<file path="src/rtl/rdma_hdr_pkg.sv">
// rdma_hdr_pkg: RDMA header layout, parser states and error codes shared by the TX/RX header stages.
package rdma_hdr_pkg;
  localparam int          HEADER_BEATS = 7;
  localparam logic [23:0] HDR_MARKER   = 24'hABABAB;
  typedef enum logic [1:0] {
    ST_HEADER  = 2'd0,
    ST_PAYLOAD = 2'd1,
    ST_DROP    = 2'd2
  } state_e;
  localparam logic [1:0] ERR_NONE   = 2'd0;
  localparam logic [1:0] ERR_RUNT   = 2'd1;
  localparam logic [1:0] ERR_MARKER = 2'd2;
  localparam logic [1:0] ERR_LENGTH = 2'd3;
  localparam logic [2:0] BEAT_OP_PSN = 3'd0;
  localparam logic [2:0] BEAT_QP     = 3'd1;
  localparam logic [2:0] BEAT_ADDR   = 3'd2;
  localparam logic [2:0] BEAT_FRAG   = 3'd3;
  localparam logic [2:0] BEAT_LEN    = 3'd4;
  localparam logic [2:0] BEAT_PKEY   = 3'd5;
  localparam logic [2:0] BEAT_SL     = 3'd6;
endpackage

</file>
<file path="src/rtl/rx_sat_counter.sv">
// rx_sat_counter: counter with increment enable that sticks at all ones.
module rx_sat_counter #(
  parameter int W = 16
) (
  input  logic         clk,
  input  logic         rst_n,
  input  logic         inc_i,
  output logic [W-1:0] cnt_o
);
  logic [W-1:0] cnt_q;
  always_ff @(posedge clk or negedge rst_n)
    if (!rst_n) cnt_q <= '0;
    else if (inc_i && !(&cnt_q)) cnt_q <= cnt_q + W'(1);
  assign cnt_o = cnt_q;
endmodule

</file>
<file path="src/rtl/rx_header_parser.sv">
// rx_header_parser: strips the 7-beat RDMA header, publishes its fields and forwards only the payload.
module rx_header_parser import rdma_hdr_pkg::*; #(
  parameter int          C_AXIS_TDATA_WIDTH = 32,
  parameter int          C_AXIS_TKEEP_WIDTH = C_AXIS_TDATA_WIDTH/8,
  parameter int          HEADER_BEATS       = rdma_hdr_pkg::HEADER_BEATS,
  parameter logic [23:0] HDR_MARKER         = rdma_hdr_pkg::HDR_MARKER,
  parameter int          CNT_WIDTH          = 16
) (
  input  logic                          aclk,
  input  logic                          aresetn,
  input  logic [C_AXIS_TDATA_WIDTH-1:0] s_axis_tdata,
  input  logic [C_AXIS_TKEEP_WIDTH-1:0] s_axis_tkeep,
  input  logic                          s_axis_tvalid,
  output logic                          s_axis_tready,
  input  logic                          s_axis_tlast,
  output logic [C_AXIS_TDATA_WIDTH-1:0] m_axis_tdata,
  output logic [C_AXIS_TKEEP_WIDTH-1:0] m_axis_tkeep,
  output logic                          m_axis_tvalid,
  input  logic                          m_axis_tready,
  output logic                          m_axis_tlast,
  output logic                          hdr_valid,
  output logic [7:0]                    rdma_opcode,
  output logic [23:0]                   rdma_psn,
  output logic [23:0]                   rdma_dest_qp,
  output logic [31:0]                   rdma_remote_addr,
  output logic [15:0]                   fragment_offset,
  output logic [31:0]                   rdma_length,
  output logic [15:0]                   rdma_partition_key,
  output logic [7:0]                    rdma_service_level,
  output logic                          rx_busy,
  output logic                          rx_done,
  output logic                          rx_error,
  output logic [1:0]                    rx_error_code,
  output logic [CNT_WIDTH-1:0]          pkt_count,
  output logic [CNT_WIDTH-1:0]          err_count
);
  state_e      state_q, state_d;
  logic [2:0]  beat_q, beat_d;
  logic [31:0] pay_q, pay_d;
  logic        hdr_valid_q, hdr_valid_d;
  logic        done_q, done_d;
  logic        err_q, err_d;
  logic [1:0]  code_q, code_d;
  logic        rdy_q;
  logic [7:0]  opcode_q, sl_q;
  logic [23:0] psn_q, qp_q;
  logic [31:0] addr_q, len_q;
  logic [15:0] frag_q, pkey_q;
  logic        pass, s_acc, hdr_acc, last_hdr, marker_ok;
  logic [31:0] pay_inc;
  // rdy_q keeps s_axis_tready low while reset is asserted
  assign pass          = state_q == ST_PAYLOAD;
  assign s_axis_tready = rdy_q & (pass ? m_axis_tready : 1'b1);
  assign m_axis_tvalid = pass & s_axis_tvalid;
  assign m_axis_tdata  = pass ? s_axis_tdata : '0;
  assign m_axis_tkeep  = pass ? s_axis_tkeep : '0;
  assign m_axis_tlast  = pass & s_axis_tlast;
  assign s_acc         = s_axis_tvalid & s_axis_tready;
  assign hdr_acc       = s_acc & (state_q == ST_HEADER);
  assign last_hdr      = beat_q == 3'(HEADER_BEATS - 1);
  assign marker_ok     = s_axis_tdata[31:8] == HDR_MARKER;
  assign pay_inc       = pay_q + 32'd1;
  always_comb begin
    state_d     = state_q;
    beat_d      = beat_q;
    pay_d       = pay_q;
    hdr_valid_d = hdr_valid_q;
    done_d      = 1'b0;
    err_d       = 1'b0;
    code_d      = code_q;
    case (state_q)
      ST_HEADER: if (s_acc) begin
        beat_d = beat_q + 3'd1;
        if (beat_q == 3'd0) hdr_valid_d = 1'b0;
        if (last_hdr) begin
          beat_d = 3'd0;
          if (!marker_ok) begin
            err_d   = 1'b1;
            code_d  = ERR_MARKER;
            state_d = s_axis_tlast ? ST_HEADER : ST_DROP;
          end else begin
            hdr_valid_d = 1'b1;
            pay_d       = '0;
            state_d     = s_axis_tlast ? ST_HEADER : ST_PAYLOAD;
            done_d      = s_axis_tlast && len_q == 32'd0;
            err_d       = s_axis_tlast && len_q != 32'd0;
            code_d      = err_d ? ERR_LENGTH : code_q;
          end
        end else if (s_axis_tlast) begin
          beat_d = 3'd0;
          err_d  = 1'b1;
          code_d = ERR_RUNT;
        end
      end
      ST_PAYLOAD: if (s_acc) begin
        pay_d = pay_inc;
        if (s_axis_tlast) begin
          state_d = ST_HEADER;
          done_d  = pay_inc == len_q;
          err_d   = pay_inc != len_q;
          code_d  = err_d ? ERR_LENGTH : code_q;
        end
      end
      ST_DROP: if (s_acc && s_axis_tlast) state_d = ST_HEADER;
      default: state_d = ST_HEADER;
    endcase
  end
  always_ff @(posedge aclk or negedge aresetn)
    if (!aresetn) begin
      state_q     <= ST_HEADER;
      beat_q      <= '0;
      pay_q       <= '0;
      hdr_valid_q <= 1'b0;
      done_q      <= 1'b0;
      err_q       <= 1'b0;
      code_q      <= ERR_NONE;
      rdy_q       <= 1'b0;
    end else begin
      state_q     <= state_d;
      beat_q      <= beat_d;
      pay_q       <= pay_d;
      hdr_valid_q <= hdr_valid_d;
      done_q      <= done_d;
      err_q       <= err_d;
      code_q      <= code_d;
      rdy_q       <= 1'b1;
    end
  always_ff @(posedge aclk or negedge aresetn)
    if (!aresetn) begin
      {psn_q, opcode_q} <= '0;
      qp_q              <= '0;
      addr_q            <= '0;
      frag_q            <= '0;
      len_q             <= '0;
      pkey_q            <= '0;
      sl_q              <= '0;
    end else if (hdr_acc) begin
      if (beat_q == BEAT_OP_PSN) {psn_q, opcode_q} <= s_axis_tdata;
      if (beat_q == BEAT_QP)     qp_q   <= s_axis_tdata[23:0];
      if (beat_q == BEAT_ADDR)   addr_q <= s_axis_tdata;
      if (beat_q == BEAT_FRAG)   frag_q <= s_axis_tdata[15:0];
      if (beat_q == BEAT_LEN)    len_q  <= s_axis_tdata;
      if (beat_q == BEAT_PKEY)   pkey_q <= s_axis_tdata[15:0];
      if (beat_q == BEAT_SL)     sl_q   <= s_axis_tdata[7:0];
    end
  rx_sat_counter #(.W(CNT_WIDTH)) u_pkt_cnt (.clk(aclk), .rst_n(aresetn), .inc_i(done_d), .cnt_o(pkt_count));
  rx_sat_counter #(.W(CNT_WIDTH)) u_err_cnt (.clk(aclk), .rst_n(aresetn), .inc_i(err_d), .cnt_o(err_count));
  assign hdr_valid          = hdr_valid_q;
  assign rdma_opcode        = opcode_q;
  assign rdma_psn           = psn_q;
  assign rdma_dest_qp       = qp_q;
  assign rdma_remote_addr   = addr_q;
  assign fragment_offset    = frag_q;
  assign rdma_length        = len_q;
  assign rdma_partition_key = pkey_q;
  assign rdma_service_level = sl_q;
  assign rx_busy            = state_q != ST_HEADER || beat_q != 3'd0;
  assign rx_done            = done_q;
  assign rx_error           = err_q;
  assign rx_error_code      = code_q;
endmodule
</file>
<file path="config.mk">
export PLATFORM = sky130hd
export DESIGN_NAME = rx_header_parser
export DESIGN_NICKNAME = d
export VERILOG_FILES = /design/src/rtl/rdma_hdr_pkg.sv /design/src/rtl/rx_sat_counter.sv /design/src/rtl/rx_header_parser.sv
export SDC_FILE = /design/constraint.sdc
export NUM_CORES = 1
export LEC_CHECK = 0
export CORE_ASPECT_RATIO = 1.4
export CORE_UTILIZATION = 48
export CTS_CLUSTER_SIZE = 30
export DETAILED_ROUTE_END_ITERATION = 6
export MAX_ROUTING_LAYER = met4
export PLACE_DENSITY = 0.88
export SYNTH_ARGS = -nofsm -noshare
export SYNTH_HDL_FRONTEND = slang
export SYNTH_SLANG_ARGS = --single-unit
export TNS_END_PERCENT = 10
</file>
<file path="constraint.sdc">
create_clock -name aclk -period 12.35 [get_ports aclk]
set_clock_uncertainty 0.05 [all_clocks]
set_input_delay 2.47 -clock aclk [delete_from_list [all_inputs] [get_ports aclk]]
set_output_delay 2.47 -clock aclk [all_outputs]
set_load 0.01 [all_outputs]
</file>
Word level (Yosys, flattened, before mapping)

Cells that the tools add are included.

Register bits: 235
Word-level logic and storage cells: 119
Input port bits: 41
Output and inout bits: 237

Mux-type cells: 44
Bitwise operators: 5
Equality and inequality tests: 20
Add/sub/neg operators: 4
Reduce and logical (&&, ||, !) cells: 28

Operators with widths:

| cell                                                                    | number |
|---|---|
| 32-bit two-way mux                                                      | 5 |
| 32-bit one-hot mux with 2 select lines                                  | 1 |
| 16-bit by 1-bit adder with 16-bit output, second input constant         | 2 |
| 32-bit by 1-bit adder with 32-bit output, second input constant         | 1 |
| 32-bit equality test                                                    | 1 |
| 32-bit logical NOT                                                      | 1 |
| 32-bit inequality test                                                  | 1 |
| 16-bit AND reduction                                                    | 2 |
| 32-bit nonzero test                                                     | 1 |
| 2-bit two-way mux                                                       | 15 |
| 24-bit equality test, second input constant                             | 1 |
| 1-bit two-way mux                                                       | 16 |
| 2-bit AND reduction                                                     | 8 |
| 2-bit inequality test, second input constant                            | 5 |
| 5-bit AND reduction                                                     | 2 |
| 3-bit equality test, second input constant                              | 3 |
| 7-bit AND reduction                                                     | 1 |
| 3-bit by 2-bit equality test with 1-bit output, second input constant   | 2 |
| 3-bit two-way mux                                                       | 2 |
| 2-bit one-hot mux with 3 select lines                                   | 1 |
| 1-bit bitwise AND                                                       | 5 |
| 1-bit logical AND                                                       | 5 |
| 4-bit two-way mux                                                       | 1 |
| 2-bit by 1-bit inequality test with 1-bit output, second input constant | 2 |
| 14 further kinds                                                        | 17 |

Logic depth before layout (Yosys ltp)

Gate-level depths: netlist of the first run.

Depth in word-level cells: 7
Gate-level depth with buffers: 12
Depth with buffers taken out: 10

Hierarchy

From an unflattened synthesis of the first run, not the netlist that was laid out.

Cell total of the unflattened synthesis: 978
Area, all modules: 11538.6 µm²

By module, submodules not included:

| module                     | cells an instance | seq. area each (µm²) | instances | area each (µm²) |
|---|---|---|---|---|
| rx_header_parser           | 825               | 5079.9               | 1         | 9829.4 |
| rx_sat_counter (u_pkt_cnt) | 78                | 400.4                | 1         | 868.3 |
| rx_sat_counter (u_err_cnt) | 75                | 400.4                | 1         | 840.8 |

Least setup slack after synthesis of the first run

Ideal clock, no wire load.

Kind: input port to output port
From: in s_axis_tlast
To: out m_axis_tlast
Data required time: 9830 ps
Cell stages on the path: 2
Data arrival time: 2881 ps
Slack: 6949 ps
Path buffers: 1
Path through: clkbuf_1 -> and2_1

Longest elaborated chain between the ends: 1

Ends and longest elaborated chain:

| item               | line                   | source |
|---|---|---|
| start: declaration | rx_header_parser.sv:15 | `input logic s_axis_tlast,` |
| 1-bit bitwise AND  | rx_header_parser.sv:57 | `assign m_axis_tlast = pass & s_axis_tlast;` |
| end: declaration   | rx_header_parser.sv:20 | `output logic m_axis_tlast,` |

No other way between the ends.

Worst setup path after layout of the first run

Ends and elaborated chain as after synthesis.

==> impl_metrics.ini, run 1 <==
[logic_synthesis]
synth_top_area_share_pct = 52.6
syn_inst = 943
netlist.top_cell.by_area = dfrtp_1
ys_ff_latch = 235
synth_nets = 992
seq_area_frac_synth_pct = 52.6
synth_edf_count = 0
yosys.cell_types.count = 68
synth_area_leaders = dfrtp_1 53%, mux2_2 16%, xnor2_1 4.7%, and2_1 2.4%, o21ai_0 2.0%
synthArstFlopShare_pct = 100
avgSynthCellArea_sq_um = 11.9
synth_top_flop_cell = dfrtp_1
synthTopCellsByCount = 235 x dfrtp_1, 161 x mux2_2, 60 x xnor2_1
synth.most_common_cell = dfrtp_1
yosys_warnings = 0
syn_area_sq_um = 11200

[floorplanning]
core_sq_um = 22700
die-area_sq_um = 23900
die-width_um = 131
io_pins = 278
die_y_um = 183
rows = 65
start_util_pct = 49.3

[pwr]
clockPowerShare_pct = 22.6
p_comb_share_pct = 37.8
power_density_nw_per_um2 = 214
p_leak_nw = 6.32
intPower_w = 0.00216
switchingPower_w = 0.00102
vdd_drop_max_mv = 0.195
pwr-share-seq_pct = 39.5
p_sw_share_pct = 32.0

[timing]
final_max_slew_viol_count = 0
hold_viol_final = 0
worst_pin_slew_ns = 1.03
setup_viol = 0
max_slew_margin_pct = 31.3
fmax_mhz = 154
layout_min_cycle_time_ns = 6.49
fin_crit_sh_pct = 52.6
tns_ns = 0
grt_setup_unrepaired = false

[detailed_routing]
route.detailed.drc = 0
ant_nets = 0
drt_first_pass_iters = 5
vias = 8794
viasPerCell = 5.80
drt-initial-drc-count = 657
wl_per_cell_um = 22.1
finalWirelength_um = 33500

[global_routing]
met1_usage_pct = 34.7
grt_pass1_vias = 9152
overflow = 0
top_usage_layer = met2
met3_usage_pct = 5.92
grt_util_met2_pct = 47.7
grt_usage_pct = 29.2
antenna_found_initial = 0
grt_pass1_wl_um = 51800
grt_max_degree = 105

[worst_hold_path]
worstHoldPathType = flop to flop
holdPathEnd = u_err_cnt.cnt_o[10]
holdPathStages = 1
hp-start = u_err_cnt.cnt_o[10]

[final_layout]
n_antenna_cell = 0
drive_above_1_share_pct = 19.1
fin_util_pct = 65.7
syn_to_final_growth_pct = 33.2
nNetsFinal = 1248
final_cell_area_sq_um = 14900

[cts]
cts_resized = 0
cts_num_sinks = 235
clk_pin_slew_worst_paths_ns = 0.06
h-tree-depth = 1
clock_path_buffers = 3
numCtsBuffers = 23
cts_root_buf = clkbuf_16
cts_tree = yes
post-cts-setup-buffer-count = 0
cts_hold_buf = 0
clk_latency_ns = 0.51

[critical_path]
worstSetupPathDepth = 3
crit_buf_inv = 2
crit_chain = clkdlybuf4s50_1 > and2_1 > clkdlybuf4s50_1
crit_type = input pin to primary output
cp_max_fo = 12
endpoint_kind = primary output
cp_slowest_stage_delay_ns = 0.76
critPathSlowestCell = clkdlybuf4s50_1
path_common_cell = clkdlybuf4s50_1
crit_family = buffers and inverters
r2r-end = u_pkt_cnt.cnt_o[6]
rr_startpoint = pay_q[0]
crit_arrival_ns = 3.97
start_kind = input pin
r2r_slack_ns = 7.09
required_ns = 9.83
reg2reg_depth = 10

[placement]
dp_hpwl_um = 23400
place_area_sq_um = 14100
gp_congestion = 0.960
port_buffers = 277

[flow_run]
max_cap_violations = 0

[status]
outcome = completed
-- final cells by class --
class	count	area (sq um)
Sequential cell	235	5880
Multi-Input combinational cell	647	5020
Timing Repair Buffer	284	2830
Clock buffer	30	622
Clock inverter	11	138
Inverter	8	30.0
Fill cell	1620	7790
Tap cell	301	377
-- cell families after synthesis --
kind of cell | synth area share, %
buf+inv | 2.71
mux | 16.4
compound gates | 7.60
fa+ha+maj | 0.895
flops | 52.6
other cells | 0.0335
xor+xnor | 6.11
simple gates | 13.7
-- worst max-delay path by stage --
| stage | from | endpoint | slack, ns |
|---|---|---|---|
| 6_report | s_axis_tlast | m_axis_tlast | 5.86 |
| 5_1_grt | s_axis_tlast | m_axis_tlast | 5.81 |
| 4_1_cts | s_axis_tlast | m_axis_tlast | 5.88 |
| 3_5_place_dp | s_axis_tlast | m_axis_tlast | 5.89 |
| 3_3_place_gp | s_axis_tlast | m_axis_tlast | 5.91 |
| 2_1_floorplan | s_axis_tlast | m_axis_tlast | 6.95 |
-- worst reg2reg max path, stage by stage (launching register included) --
cell and delay, ns:
dfrtp_1 0.54, ha_1 0.44, nand4_1 0.42, nor3_1 0.76
nand4_1 0.33, xnor2_1 0.23, or4_1 0.47, or4_4 0.49
o41ai_4 0.87, nand4_1 0.26, xnor2_1 0.29
-- power groups by stage --
stage	clock network [W]	logic, W	registers, W
finish	0.000719	0.00120	0.00126
global route	0.000758	0.00126	0.00129
CTS	0.000729	0.00121	0.00125
detailed placement	0	0.00120	0.00126
global placement	0	0.00117	0.00124
floorplan	0	0.000375	0.00133
-- registers in the layout, indices dropped and copies added (netlist names), 24 cells and up --
register and flops:
rdma_dest_qp 24, rdma_remote_addr 32, pay_q 32, rdma_psn 24, rdma_length 32
-- layout by cell type, fill, tap and decap left out, drive strengths merged, types with 3 or more instances in the layout --
master         netlist  final
and3                22     22
mux2               162    162
dfrtp              235    235
nand3b               3      3
clkinv               0      7
o21a                 5      5
o31ai               15     15
nor4                21     21
ha                   8      8
nand3               24     24
clkbuf              37     30
bufinv               0      3
or3                  3      3
o211ai               3      3
a21oi               22     22
nand4b               5      5
nor2                34     34
o41ai                5      5
a21o                 6      6
xor2                18     18
nor2b                4      4
buf                 15      8
nand2b               4      4
xnor2               60     60
o21ai               44     44
inv                  8      9
nand2               51     51
and2                45     45
o2111ai             10     10
clkdlybuf4s50        1    276
nor3                12     12
nand4               28     28
or4                  6      6
-- through the flow --
stage          total power, W  setup WS [ns]  hold slack (ns)  std cells
2_1_floorplan         0.00170           6.95            0.419        943
3_3_place_gp          0.00242           5.91            0.427       1475
3_5_place_dp          0.00246           5.89            0.436       1475
4_1_cts               0.00319           5.88            0.445       1516
5_1_grt               0.00331           5.81            0.463       1516
6_report              0.00318           5.86            0.443       1516
-- routing by layer --
metal | vias to the layer above | routed length, um
li1 | 3911 | -
met1 | 4408 | 12600
met2 | 375 | 16900
met3 | 100 | 2420
met4 | 0 | 1550
met5 | - | 0
No activity file was read; power rests on OpenSTA's default activity.
==> inputs of run 2 (changes only) <==
==> constraint.sdc (replaced) <==
create_clock -name aclk -period 6.3 [get_ports aclk]
set_clock_uncertainty 0.05 [all_clocks]
set_input_delay 1.26 -clock aclk [delete_from_list [all_inputs] [get_ports aclk]]
set_output_delay 1.26 -clock aclk [all_outputs]
set_load 0.01 [all_outputs]
==> run 2 against run 1 <==
  * Sequential power up 96%
  * Critical path depth increased by 7
  * Largest cell class unchanged
  * Design area grew 0.16%
  * Largest power group unchanged
  * Clock power increased by 96%
  * First-iteration DRC count shrank 10%
  * Critical path type is now flop to flop
  * Global-route usage is 0.57 points higher
  * Die area unchanged
  * Power grew 96%
  * Highest routed layer unchanged
==> impl_metrics.ini, run 2 (same netlist as run 1, synthesis figures left out) <==
[placement]
gp_congestion = 0.932
place_area_sq_um = 14100
port_buffers = 277
dp.cells = 1475
dp_hpwl_um = 23800

[cts]
clock_path_buffers = 3
cts_num_sinks = 235
cts_hold_buf = 0
cts_resized = 0
numCtsBuffers = 24
cts_tree = yes
h-tree-depth = 1
cts_root_buf = clkbuf_16
clk_pin_slew_worst_paths_ns = 0.06
clk_latency_ns = 0.53
post-cts-setup-buffer-count = 0

[detailed_routing]
drt_first_pass_iters = 5
vias = 8934
ant_nets = 0
drt-initial-drc-count = 591
viasPerCell = 5.89
wl_per_cell_um = 22.4
finalWirelength_um = 34000
route.detailed.drc = 0

[floorplanning]
die_y_um = 183
die-width_um = 131
rows = 65
io_pins = 278
start_util_pct = 49.3
core_sq_um = 22700
die-area_sq_um = 23900

[timing]
final_max_slew_viol_count = 0
tns_ns = 0
max_slew_margin_pct = 30.2
hold_ws_ns = 0.446
setup_viol = 0
fmax_mhz = 208
layout_min_cycle_time_ns = 4.81
fin_crit_sh_pct = 76.3
hold_viol_final = 0
grt_setup_unrepaired = false
worst_pin_slew_ns = 1.04

[critical_path]
r2r_slack_ns = 1.49
crit_buf_inv = 0
start_kind = flop
path_common_cell = nand4_1
endpoint_kind = flop
cp_max_fo = 16
crit_chain = ha_1 > nand4_1 > nor3_1 > nand4_1 > xnor2_1 > or4_1 > or4_4 > o41ai_4 > nand2_2 > mux2_1
crit_family = simple AND/OR/NAND/NOR gates
cp_slowest_stage_delay_ns = 0.84
crit_type = flop to flop
critPathSlowestCell = o41ai_4
crit_arrival_ns = 5.17
required_ns = 6.66

[pwr]
pwr-share-seq_pct = 39.6
p_leak_nw = 6.32
intPower_w = 0.00424
power_density_nw_per_um2 = 418
vdd_drop_max_mv = 0.379
switchingPower_w = 0.00200
clockPowerShare_pct = 22.6
p_comb_share_pct = 37.8
p_sw_share_pct = 32.0

[final_layout]
fin_util_pct = 65.8
nNetsFinal = 1249
mostFrequentLayoutCells = 276 x clkdlybuf4s50_1, 235 x dfrtp_1, 161 x mux2_2, 60 x xnor2_1, 48 x nand2_1
syn_to_final_growth_pct = 33.4
n_antenna_cell = 0
final_cell_area_sq_um = 14900
instances_no_fill = 1516
fillerInstances = 1640
drive_above_1_share_pct = 19.2
mostFrequentLayoutCell = clkdlybuf4s50_1

[global_routing]
grt_usage_pct = 29.8
grt_max_degree = 129
grt_pass1_vias = 9210
grt_pass1_wl_um = 52100
overflow = 0
antenna_found_initial = 0

[worst_hold_path]
worstHoldPathType = flop to flop

[flow_run]
max_cap_violations = 0

[status]
outcome = completed
## run 2: cell types whose count changed in the layout (fill, tap and decap cells not counted), sizes merged
cell	change
bufinv	-2
clkbuf	+5
clkinv	-4
clkinvlp	+2
inv	-1
## run 2: layer usage
layer / track usage, % / wire length [um] / vias up
li1: - / - / 3925
met1: 35.0 / 13000 / 4571
met2: 49.9 / 17500 / 353
met3: 5.13 / 1970 / 85
met4: 12.7 / 1460 / 0
met5: - / 0 / -
## run 2: worst paths after layout
kind	start	endpoint	depth (start not counted)
worst min-delay path	u_err_cnt.cnt_o[15]	u_err_cnt.cnt_o[15]	1
worst max-delay path	pay_q[0]	u_pkt_cnt.cnt_o[1]	10
worst max register to register	pay_q[0]	u_pkt_cnt.cnt_o[1]	10
worst min register to register	u_err_cnt.cnt_o[15]	u_err_cnt.cnt_o[15]	1
min in group asynchronous	aresetn	fragment_offset[10]	1
max in group asynchronous	aresetn	rdma_remote_addr[2]	2
## run 2: metrics by stage
step / power [W] / setup WS (ns)
detailed placement: 0.00481 / 1.54
global route: 0.00648 / 1.13
CTS: 0.00626 / 1.55
finish: 0.00624 / 1.49
floorplan: 0.00333 / 2.40
global placement: 0.00473 / 1.69
## run 2: area by class of cell
class                   count  area, sq um  share of cell area, %
clock buffers              35          712                   4.77
repair buffers            284         2830                   19.0
flip-flops and latches    235         5880                   39.4
clock inverters             6         71.3                  0.478
well taps                 301          377                   2.52
multi-input cells         647         5020                   33.6
inverters                   8         30.0                  0.201
## run 2: worst register-to-register path: stages, from the launching register on
cell	delay, ns
dfrtp_1	0.48
ha_1	0.39
nand4_1	0.38
nor3_1	0.60
nand4_1	0.26
xnor2_1	0.19
or4_1	0.52
or4_4	0.49
o41ai_4	0.85
nand2_2	0.14
mux2_1	0.34
## run 2: power groups by stage
stage                     clock network [W]  logic [W]  registers [W]
after floorplan                           0   0.000735        0.00260
after global placement                    0    0.00229        0.00244
after detailed placement                  0    0.00234        0.00247
after CTS                           0.00143    0.00237        0.00246
after global routing                0.00149    0.00246        0.00252
final                               0.00141    0.00236        0.00247
==> inputs of run 3 (changes only) <==
--- a/config.mk
+++ b/config.mk
@@ -6,11 +6,11 @@
 export NUM_CORES = 1
 export LEC_CHECK = 0
 export CORE_ASPECT_RATIO = 1.4
-export CORE_UTILIZATION = 48
+export CORE_UTILIZATION = 45
 export CTS_CLUSTER_SIZE = 30
 export DETAILED_ROUTE_END_ITERATION = 6
 export MAX_ROUTING_LAYER = met4
-export PLACE_DENSITY = 0.88
+export PLACE_DENSITY = 0.87
 export SYNTH_ARGS = -nofsm -noshare
 export SYNTH_HDL_FRONTEND = slang
 export SYNTH_SLANG_ARGS = --single-unit
==> constraint.sdc (replaced) <==
create_clock -name aclk -period 4.3 [get_ports aclk]
set_clock_uncertainty 0.05 [all_clocks]
set_input_delay 0.86 -clock aclk [delete_from_list [all_inputs] [get_ports aclk]]
set_output_delay 0.86 -clock aclk [all_outputs]
set_load 0.01 [all_outputs]
==> run 3 against run 2 <==
  * Register-to-register slack got worse by 1.2 ns
  * Die area rose by 6.6%
  * Power rose by 46%
  * Non-clock buffer count rose by 30
  * Clock power rose by 49%
  * Sequential power rose by 45%
  * Setup slack got worse by 1.2 ns
  * Flip-flop and latch count did not move
  * Maximum frequency rose by 21%
  * Worst hold slack got worse by 0.15 ns
  * Final cell count rose by 2.4%
  * Critical path type unchanged
==> impl_metrics.ini, run 3 (same netlist as run 1, synthesis figures left out) <==
[status]
outcome = completed

[floorplanning]
die-area_sq_um = 25500
die_y_um = 189
rows = 67
core_sq_um = 24100
die-width_um = 135
start_util_pct = 46.3
io_pins = 278

[cts]
clk_latency_ns = 0.51
clk_pin_slew_worst_paths_ns = 0.06
h-tree-depth = 1
clock_path_buffers = 3
cts_tree = yes
numCtsBuffers = 23
cts_root_buf = clkbuf_16
cts_num_sinks = 235

[final_layout]
syn_to_final_growth_pct = 35.7
instances_no_fill = 1553
n_antenna_cell = 0
nNetsFinal = 1278
mostFrequentLayoutCells = 276 x clkdlybuf4s50_1, 235 x dfrtp_1, 161 x mux2_2, 60 x xnor2_1, 49 x nand2_1
fillerInstances = 1838
fin_util_pct = 62.9
drive_above_1_share_pct = 21.0
multi_input_area_sq_um = 5020
seqCellArea_sq_um = 5880
mostFrequentLayoutCell = clkdlybuf4s50_1

[critical_path]
crit_chain = ha_1 > nand4_1 > nor4_2 > nand2_1 > xnor2_1 > or4_1 > or4_4 > o41ai_4 > buf_4 > nand4_1 > xnor2_1
r2r-end = u_pkt_cnt.cnt_o[15]
r2r_slack_ns = 0.32
required_ns = 4.62
reg2reg_depth = 11
rr_startpoint = pay_q[0]
cp_max_fo = 9
endpoint_kind = flop
crit_arrival_ns = 4.30
start_kind = flop
cp_slowest_stage_delay_ns = 0.53
crit_end = u_pkt_cnt.cnt_o[15]
startpoint = pay_q[0]
crit_type = flop to flop
critPathSlowestCell = or4_1

[placement]
gp_congestion = 0.924
dp_hpwl_um = 24600
dp.cells = 1514
port_buffers = 277
detailedPlace.worstSlack_ns = 0.325

[timing]
max_slew_margin_pct = 43.9
hold_viol_final = 0
worst_pin_slew_ns = 0.838
setup_slack_ns = 0.320
layout_min_cycle_time_ns = 3.98
final_max_slew_viol_count = 0
fmax_mhz = 251
fin_crit_sh_pct = 92.6
setup_viol = 0
tns_ns = 0
grt_setup_unrepaired = false
hold_ws_ns = 0.297

[pwr]
p_leak_nw = 6.48
vdd_drop_max_mv = 0.478
power_density_nw_per_um2 = 601

[worst_hold_path]
worstHoldPathType = input pin to async pin

[detailed_routing]
viasPerCell = 5.75
finalWirelength_um = 34000
wl_per_cell_um = 21.9
drt-initial-drc-count = 513
drt_first_pass_iters = 6
vias = 8932
ant_nets = 0
route.detailed.drc = 0

[global_routing]
antenna_found_initial = 0
grt_pass1_wl_um = 52600
grt_max_degree = 83
overflow = 0
grt_usage_pct = 27.6
grt_pass1_vias = 9205

[flow_run]
max_cap_violations = 0
==> run 3: area by class of cell <==
class / count / share of cell area [%]
Sequential cell: 235 / 38.7
Inverter: 8 / 0.198
Timing Repair Buffer: 314 / 20.3
Multi-Input combinational cell: 647 / 33.1
Clock buffer: 34 / 4.46
Clock inverter: 5 / 0.659
Tap cell: 310 / 2.56
==> run 3: critical path: cells and delay by family, from the launching register on <==
family	cells	cell delay, ns
AND/OR/NAND/NOR	6	2.11
XOR/XNOR	2	0.32
buffers and inverters	1	0.23
AO/OA/AOI/OAI	1	0.43
flip-flops	1	0.50
adder cells (fa/ha/maj)	1	0.22
==> run 3: layer usage <==
layer / routed length (um) / share of wire [%] / vias to the layer above / track usage (%)
li1: - / - / 3981 / -
met2: 18400 / 54 / 340 / 48.9
met4: 1490 / 4.4 / 0 / 12.1
met5: 0 / 0 / - / -
met3: 1900 / 5.6 / 85 / 4.12
met1: 12200 / 36 / 4526 / 30.3
==> run 3: power by group <==
part	leakage, nW	total, W	switching (W)	internal (W)
logic	3.10	0.00346	0.00140	0.00206
registers	3.00	0.00357	0.000602	0.00296
clock network	0.383	0.00210	0.000838	0.00126
==> run 3: worst min-delay path by stage <==
stage / from / endpoint / slack [ns] / depth (start not counted)
CTS: aresetn / pay_q[22] / 0.31 / 1
detailed placement: hdr_valid / hdr_valid / 0.44 / 1
finish: aresetn / rdma_remote_addr[3] / 0.30 / 1
global placement: rx_error_code[0] / rx_error_code[0] / 0.43 / 1
floorplan: pay_q[31] / pay_q[31] / 0.42 / 1
global route: aresetn / rdma_opcode[3] / 0.33 / 1
==> run 3: metrics by stage <==
stage	total power (W)	cell area [sq um]
6_report	0.00913	15200
5_1_grt	0.00950	15200
4_1_cts	0.00919	15200
3_5_place_dp	0.00706	14400
3_3_place_gp	0.00693	14400
2_1_floorplan	0.00489	11200
==> run 3: what timing repair did <==
item / CTS / global route
setup endpoints to repair: 0 / 3
setup buffers: 0 / 0
endpoints found under the hold margin: 0 / 0
resized for setup: 0 / 1
hold buffers: 0 / 0
